File: src/rtl/mem_arbiter_pkg.sv
// Shared definitions for the two-master memory arbiter: FSM states, master IDs
// and a grant decode helper.
package mem_arbiter_pkg;

  localparam int unsigned NUM_MASTERS = 2;

  typedef enum logic [1:0] {
    ST_IDLE  = 2'd0,
    ST_ISSUE = 2'd1,
    ST_WAIT  = 2'd2,
    ST_RESP  = 2'd3
  } state_e;

  typedef logic mid_t;

  localparam mid_t MID_IM = 1'b0;
  localparam mid_t MID_DM = 1'b1;

  // Convert a one-hot grant vector into the granted master ID.
  function automatic mid_t onehot_to_mid(input logic [NUM_MASTERS-1:0] grant);
    return grant[MID_DM] ? MID_DM : MID_IM;
  endfunction

endpackage

File: src/rtl/mem_arbiter_rr_arbiter2.sv
// Two-way round-robin grant: a lone requester always wins; on a tie the
// master that was not granted last wins.
module rr_arbiter2
  import mem_arbiter_pkg::*;
(
  input  logic [NUM_MASTERS-1:0] req_i,
  input  mid_t                   last_grant_i,
  output logic [NUM_MASTERS-1:0] grant_c_o
);

  always_comb begin
    grant_c_o = '0;
    if (req_i == 2'b11) begin
      if (last_grant_i == MID_IM) grant_c_o[MID_DM] = 1'b1;
      else                        grant_c_o[MID_IM] = 1'b1;
    end else begin
      grant_c_o = req_i;
    end
  end

endmodule

File: src/rtl/mem_arbiter.sv
// Arbitrates an instruction and a data master onto one downstream memory port,
// one transaction outstanding at a time; all outputs are registered.
module mem_arbiter
  import mem_arbiter_pkg::*;
#(
  parameter int unsigned ADDR_W = 64,
  parameter int unsigned DATA_W = 64
) (
  input  logic                clk,
  input  logic                rst,

  input  logic [ADDR_W-1:0]   im_req_addr,
  input  logic                im_req_valid,
  output logic [DATA_W-1:0]   im_resp_rdata,
  output logic                im_resp_valid,

  input  logic [ADDR_W-1:0]   dm_req_addr,
  input  logic [DATA_W-1:0]   dm_req_wdata,
  input  logic [DATA_W/8-1:0] dm_req_wmask,
  input  logic                dm_req_wen,
  input  logic                dm_req_valid,
  output logic [DATA_W-1:0]   dm_resp_rdata,
  output logic                dm_resp_valid,

  output logic [ADDR_W-1:0]   mem_req_addr,
  output logic [DATA_W-1:0]   mem_req_wdata,
  output logic [DATA_W/8-1:0] mem_req_wmask,
  output logic                mem_req_wen,
  output logic                mem_req_valid,
  input  logic                mem_req_ready,

  input  logic [DATA_W-1:0]   mem_resp_rdata,
  input  logic                mem_resp_valid
);

  localparam int unsigned MASK_W = DATA_W / 8;

  state_e              state_q, state_d;
  mid_t                last_grant_q, last_grant_d;
  mid_t                owner_q, owner_d;
  logic [ADDR_W-1:0]   addr_q, addr_d;
  logic [DATA_W-1:0]   wdata_q, wdata_d;
  logic [MASK_W-1:0]   wmask_q, wmask_d;
  logic                wen_q, wen_d;
  logic                req_valid_q, req_valid_d;
  logic [DATA_W-1:0]   im_rdata_q, im_rdata_d;
  logic [DATA_W-1:0]   dm_rdata_q, dm_rdata_d;
  logic                im_valid_q, im_valid_d;
  logic                dm_valid_q, dm_valid_d;

  logic [NUM_MASTERS-1:0] req_c;
  logic [NUM_MASTERS-1:0] grant_c;

  assign req_c = {dm_req_valid, im_req_valid};

  rr_arbiter2 u_arb (
    .req_i        (req_c),
    .last_grant_i (last_grant_q),
    .grant_c_o    (grant_c)
  );

  // Next-state and registered-output computation.
  always_comb begin
    state_d      = state_q;
    last_grant_d = last_grant_q;
    owner_d      = owner_q;
    addr_d       = addr_q;
    wdata_d      = wdata_q;
    wmask_d      = wmask_q;
    wen_d        = wen_q;
    req_valid_d  = 1'b0;
    im_rdata_d   = im_rdata_q;
    dm_rdata_d   = dm_rdata_q;
    im_valid_d   = 1'b0;
    dm_valid_d   = 1'b0;

    unique case (state_q)
      ST_IDLE: begin
        if (|req_c) begin
          owner_d      = onehot_to_mid(grant_c);
          last_grant_d = onehot_to_mid(grant_c);
          req_valid_d  = 1'b1;
          state_d      = ST_ISSUE;
          if (onehot_to_mid(grant_c) == MID_DM) begin
            addr_d  = dm_req_addr;
            wdata_d = dm_req_wdata;
            wmask_d = dm_req_wmask;
            wen_d   = dm_req_wen;
          end else begin
            addr_d  = im_req_addr;
            wdata_d = '0;
            wmask_d = '0;
            wen_d   = 1'b0;
          end
        end
      end
      ST_ISSUE: begin
        req_valid_d = 1'b1;
        if (mem_req_ready) begin
          // Payload reads as zero whenever the request is not valid.
          req_valid_d = 1'b0;
          addr_d      = '0;
          wdata_d     = '0;
          wmask_d     = '0;
          wen_d       = 1'b0;
          state_d     = ST_WAIT;
        end
      end
      ST_WAIT: begin
        if (mem_resp_valid) begin
          state_d = ST_RESP;
          if (owner_q == MID_DM) begin
            dm_rdata_d = mem_resp_rdata;
            dm_valid_d = 1'b1;
          end else begin
            im_rdata_d = mem_resp_rdata;
            im_valid_d = 1'b1;
          end
        end
      end
      ST_RESP: begin
        state_d = ST_IDLE;
      end
      default: begin
        state_d = ST_IDLE;
      end
    endcase
  end

  always_ff @(posedge clk) begin
    if (!rst) begin
      state_q      <= ST_IDLE;
      last_grant_q <= MID_DM;
      owner_q      <= MID_IM;
      addr_q       <= '0;
      wdata_q      <= '0;
      wmask_q      <= '0;
      wen_q        <= 1'b0;
      req_valid_q  <= 1'b0;
      im_rdata_q   <= '0;
      dm_rdata_q   <= '0;
      im_valid_q   <= 1'b0;
      dm_valid_q   <= 1'b0;
    end else begin
      state_q      <= state_d;
      last_grant_q <= last_grant_d;
      owner_q      <= owner_d;
      addr_q       <= addr_d;
      wdata_q      <= wdata_d;
      wmask_q      <= wmask_d;
      wen_q        <= wen_d;
      req_valid_q  <= req_valid_d;
      im_rdata_q   <= im_rdata_d;
      dm_rdata_q   <= dm_rdata_d;
      im_valid_q   <= im_valid_d;
      dm_valid_q   <= dm_valid_d;
    end
  end

  assign mem_req_addr  = addr_q;
  assign mem_req_wdata = wdata_q;
  assign mem_req_wmask = wmask_q;
  assign mem_req_wen   = wen_q;
  assign mem_req_valid = req_valid_q;
  assign im_resp_rdata = im_rdata_q;
  assign im_resp_valid = im_valid_q;
  assign dm_resp_rdata = dm_rdata_q;
  assign dm_resp_valid = dm_valid_q;

endmodule

File: config.mk
export PLATFORM = sky130hd
export DESIGN_NAME = mem_arbiter
export DESIGN_NICKNAME = d
export VERILOG_FILES = /design/src/rtl/mem_arbiter_pkg.sv /design/src/rtl/mem_arbiter_rr_arbiter2.sv /design/src/rtl/mem_arbiter.sv
export SDC_FILE = /design/constraint.sdc
export NUM_CORES = 1
export LEC_CHECK = 0
export ABC_AREA = 1
export BUFFER_PORTS_ARGS = -buffer_cell sky130_fd_sc_hd__buf_2
export CAP_MARGIN = 20
export CELL_PAD_IN_SITES_DETAIL_PLACEMENT = 1
export CELL_PAD_IN_SITES_GLOBAL_PLACEMENT = 2
export CORE_UTILIZATION = 26
export DETAILED_ROUTE_END_ITERATION = 8
export GPL_TIMING_DRIVEN = 0
export PLACE_DENSITY_LB_ADDON = 0.25
export SKIP_CTS_REPAIR_TIMING = 1
export SLEW_MARGIN = 20
export SYNTH_ARGS = -nofsm -noshare
export SYNTH_HDL_FRONTEND = slang
export SYNTH_SLANG_ARGS = --single-unit
File: constraint.sdc
create_clock -name clk -period 2.37 [get_ports clk]
set_clock_uncertainty 0.1 [all_clocks]
set_input_delay 0.474 -clock clk [delete_from_list [all_inputs] [get_ports clk]]
set_output_delay 0.474 -clock clk [all_outputs]
set_load 0.02 [all_outputs]
# Word-level counts from Yosys, hierarchy flattened
# Cells that the tools add are included.
[classes]
eq_ne = 7
muxes = 28
bitwise = 1
reduce_logical = 9
[op_table]
columns = ["operator", "n"]
rows = [
  ["$mux 64", 5],
  ["$pmux 64 s2", 2],
  ["$mux 8", 3],
  ["$pmux 8 s2", 1],
  ["$reduce_and 3->1", 5],
  ["$mux 1", 10],
  ["$mux 2", 4],
  ["$pmux 2 s4", 1],
  ["$eq 2x2->1 const B", 3],
  ["$ne 2x2->1 const B", 3],
  ["$pmux 1 s2", 2],
  ["$eq 2x1->1 const B", 1],
  ["$logic_not 2->1", 1],
  ["$reduce_and 2->1", 1],
  ["$reduce_bool 2->1", 1],
  ["$reduce_or 2->1", 1],
  ["$not 1->1", 1],
]
[word_totals]
ff_bits = 272
inputBits = 271
out_inout_bits = 268
wordCells = 57

# Longest topological paths before layout
[logic_depth]
depth_word = 6
mapped_depth = 10

# Cells and area by module
# From an unflattened synthesis, not the netlist that was laid out.
[hier_totals]
cells_unflattened = 1750
hier_area_um2 = 11697.5
[by_module_without_submodules]
columns = ["mod", "n_inst", "cells_each", "area_per_inst_um2", "seq_area_each_um2"]
rows = [
  ["mem_arbiter", 1, 1745, 11676.2, 5445.2],
  ["rr_arbiter2", 1, 5, 21.3, 0.0],
]

# Worst setup path before layout
# No wires, ideal clock.
[synth_timing]
path_type = "register to register"
start = "register state_q[0]"
end = "register dm_rdata_q[44] (netlist: dm_resp_rdata[44])"
setup_ns = 0.128
arrival_time_ns = 1.327
t_required_ns = 2.142
setup_slack_ns = 0.814
path_stages_with_launch = 7
n_path_buf = 2
period_less_slack_ns = 1.556
cell_sequence = "dfxtp_1 -> inv_1 -> ha_1 -> nand3_1 -> clkbuf_1 -> clkbuf_1 -> a21oi_1"
[synth_via]
elab_chain_len = 2
[synth_lines]
columns = ["item", "line_no", "source"]
rows = [
  ["from (decl)", "mem_arbiter.sv:38", "state_e state_q, state_d;"],
  ["from (signal assigned)", "mem_arbiter.sv:145", "state_q <= state_d;"],
  ["$eq 2x2->1", "mem_arbiter.sv:77", "unique case (state_q)"],
  ["$reduce_and 3->1 (no line)", "--", ""],
  ["to (signal assigned)", "mem_arbiter.sv:154", "dm_rdata_q <= dm_rdata_d;"],
  ["to (decl)", "mem_arbiter.sv:47", "logic [DATA_W-1:0] dm_rdata_q, dm_rdata_d;"],
]
# Every way passes these cells.
# A chain may end at the register's enable or synchronous reset.

# Worst setup path in the final report
[layout_timing]
start = "register state_q[0]"
end = "register dm_rdata_q[20] (netlist: dm_resp_rdata[20])"
# Same word-level chain as after synthesis.

==> run_results.csv <==
group,metric,value,unit
timing,fin_crit_sh,0.882,
critical_path,worstPathRequired,2730,ps
synth,avgSynthCellArea,7.09,um^2
layout,nets,2439,
synth,synth_xor_area_frac,0,
synth,synth_adder_area_share,0.00444,
min_path,worstHoldPathType,"in -> reg",
timing,relSlewSlack,0.460,
synth,yosysSeqAreaShare,0.483,
critical_path,rrSetupSlack,280,ps
timing,drv_slew,0,
routing,wirelength,51.6,mm
synth,synth_compound_area_frac,0.148,
power,powerDensity,1140,nW/um^2
layout,area_delta_synth_final,40.7,%
cts,clock-root-buffer,"clkbuf_16",
routing,routedWlPerCell,18.6,um
floorplanning,initial_core_util,0.266,
grt,antenna_found_initial,18,
grt,grt_overflow,0,
synth,synthMuxAreaShare,0,
layout,drive_above_1_share,0.305,
grt,grt_pass1_wl,77.2,mm
floorplanning,ios,539,
power,leakage,7.68,nW
critical_path,path_class,"reg -> reg",
routing,dr.pass1.iters,5,
synth,synth_top_family_by_area,"simple AND/OR/NAND/NOR gates",
cts,cts.clk_slew.worst_paths,60,ps
timing,tightest_slew,810,ps
cts,cts_buffers,35,
critical_path,cp_cell_sequence,"inv_1 -> ha_1 -> nand3_1 -> buf_2 -> clkbuf_1 -> o21ai_0 -> a21oi_1",
placement,place_area,14700,um^2
routing,antenna_left,0,
timing,setup_viol,0,
timing,setup_tns,0,ps
layout,fillers,5492,
synth,yosys.area_share.simple,0.279,
synth,syn-num-nets,1865,
synth,synth_cells,1590,
grt,grt_pass1_vias,13100,
cts,cts_max_level,2,
run_status,status,"finished, final reports clean",
placement,portBuffers,537,
cts,clk_latency,550,ps
floorplanning,core,42300,um^2
synth,ys_warn_count,0,
critical_path,critPathBufInv,3,
routing,vias,12800,
synth,synth.distinct_cells,19,
floorplanning,die_x,210,um
routing,viasPerCell,4.61,
synth,ys_seq_elements,272,
critical_path,cp_top_family,"buffers and inverters",
grt,grtUsageTotal,0.228,
critical_path,worst_setup_path_start_kind,"flop",
timing,rsz0062_at_grt,"false",
synth,synth_area,11300,um^2
critical_path,critPathMaxFanout,10,
cts,clock_sinks,272,
floorplanning,core.rowCount,75,
routing,drc,0,
floorplanning,die-area,44200,um^2
cts,clock_path_buffers,3,
placement,hpwl,40.3,mm
power,ir_worst_vdd,532,uV
grt,grt_max_degree,12,
critical_path,cp_slowest_cell,"clkbuf_1",
timing,hold_slack,64.6,ps
layout,fin_area,15900,um^2
routing,drt_iter0_drc,638,
critical_path,cp-end-kind,"flop",
flow_run,maxCapViolations,0,
layout,fin_util,0.375,
placement,gp_congestion,0.819,
timing,fmax,479,MHz
critical_path,cp.arrival,2450,ps
critical_path,slowest_delay,380,ps
floorplanning,die_h,210,um
timing,hold_viol_final,0,
timing,period_needed,2090,ps
cts,cts_tree,"yes",
==> layer usage <==
layer  GRT usage  vias to the layer above  share of wire
met5           0                        -         0.0023
met4      0.0778                       18          0.027
met3      0.0699                       82          0.082
met2       0.405                      386           0.49
met1       0.258                     5996           0.40
li1            -                     6320              -
==> final timing paths <==
path	from	endpoint	cells after the start
worst min register to register	dm_resp_rdata[55]	dm_resp_rdata[55]	2
worst max-delay path	state_q[0]	dm_resp_rdata[20]	7
worst max register to register	state_q[0]	dm_resp_rdata[20]	7
worst min-delay path	mem_resp_rdata[43]	im_resp_rdata[43]	3
==> Yosys cell counts (all sizes together) <==
library cell  number  area, um^2
nor2             210         791
ha                 4        50.1
dfxtp            272        5450
o21ai            130         651
clkbuf            59         221
clkinv             1        3.75
nand2            349        1310
inv               74         278
buf               80         458
nand3            207        1040
a21oi            203        1020
or2                1        6.26
==> through the flow <==
| step | total power, W | worst slack (ps) | cells |
|---|---|---|---|
| after global placement | 0.0128 | 101 | 2704 |
| after floorplan | 0.0103 | 814 | 1590 |
| after global routing | 0.0192 | 48.8 | 2771 |
| after CTS | 0.0183 | 182 | 2765 |
| final | 0.0181 | 280 | 2775 |
| after detailed placement | 0.0129 | 109 | 2704 |
==> placed cells by master, fill, tap and decap left out <==
cell type | synthesis | layout
buf_2 | 51 | 588
nand2_1 | 348 | 348
dfxtp_1 | 272 | 272
nor2_1 | 209 | 209
nand3_1 | 207 | 207
a21oi_1 | 203 | 203
o21ai_0 | 130 | 130
inv_1 | 73 | 73
clkbuf_1 | 59 | 64
clkbuf_16 | 0 | 36
buf_4 | 16 | 16
diode_2 | 0 | 10
clkbuf_8 | 0 | 10
buf_1 | 9 | 9
clkinv_2 | 0 | 7
ha_1 | 4 | 4
buf_6 | 3 | 3
inv_2 | 1 | 1
nor2_2 | 1 | 1
buf_8 | 1 | 1
nand2_2 | 1 | 1
clkinv_1 | 1 | 1
or2_2 | 1 | 1
clkinv_8 | 0 | 1
bufinv_16 | 0 | 1
inv_6 | 0 | 1
==> area by class of cell <==
| type | instances | area [um^2] | area share |
|---|---|---|---|
| buffer | 139 | 679 | 0.0429 |
| antenna | 10 | 25.0 | 0.00158 |
| clock buffer | 51 | 1060 | 0.0667 |
| inverter | 75 | 282 | 0.0178 |
| tap | 577 | 722 | 0.0455 |
| sequential | 272 | 5450 | 0.344 |
| clock inverter | 10 | 90.1 | 0.00568 |
| timing repair buffer | 537 | 2690 | 0.170 |
| multi-input combinational | 1104 | 4860 | 0.307 |
==> worst min-delay path, delay by kind of cell <==
kind	cells	cell delay [ps]
simple gates	2	120
buf+inv	1	80
==> flip-flops by register name (all words and copies together) (netlist names) <==
register and flops:
mem_req_valid 1, im_resp_rdata 64, mem_req_wen 1, mem_req_wdata 64, owner_q 1, state_q 2
mem_req_addr 64, im_resp_valid 1, dm_resp_valid 1, mem_req_wmask 8, dm_resp_rdata 64, last_grant_q 1
==> report_power, final <==
group          internal, W  switching, W  leakage (nW)  total, W
Sequential         0.00542      0.000428          2.21   0.00585
Combinational      0.00213       0.00480          4.90   0.00693
Clock              0.00320       0.00211         0.574   0.00531
Total               0.0108       0.00733          7.68    0.0181
==> cell families after synthesis <==
logic type | Yosys count
AO/OA/AOI/OAI | 333
adder cells (fa/ha/maj) | 4
buffers and inverters | 214
flip-flops | 272
AND/OR/NAND/NOR | 767
Power figures use the tool's default switching activity.
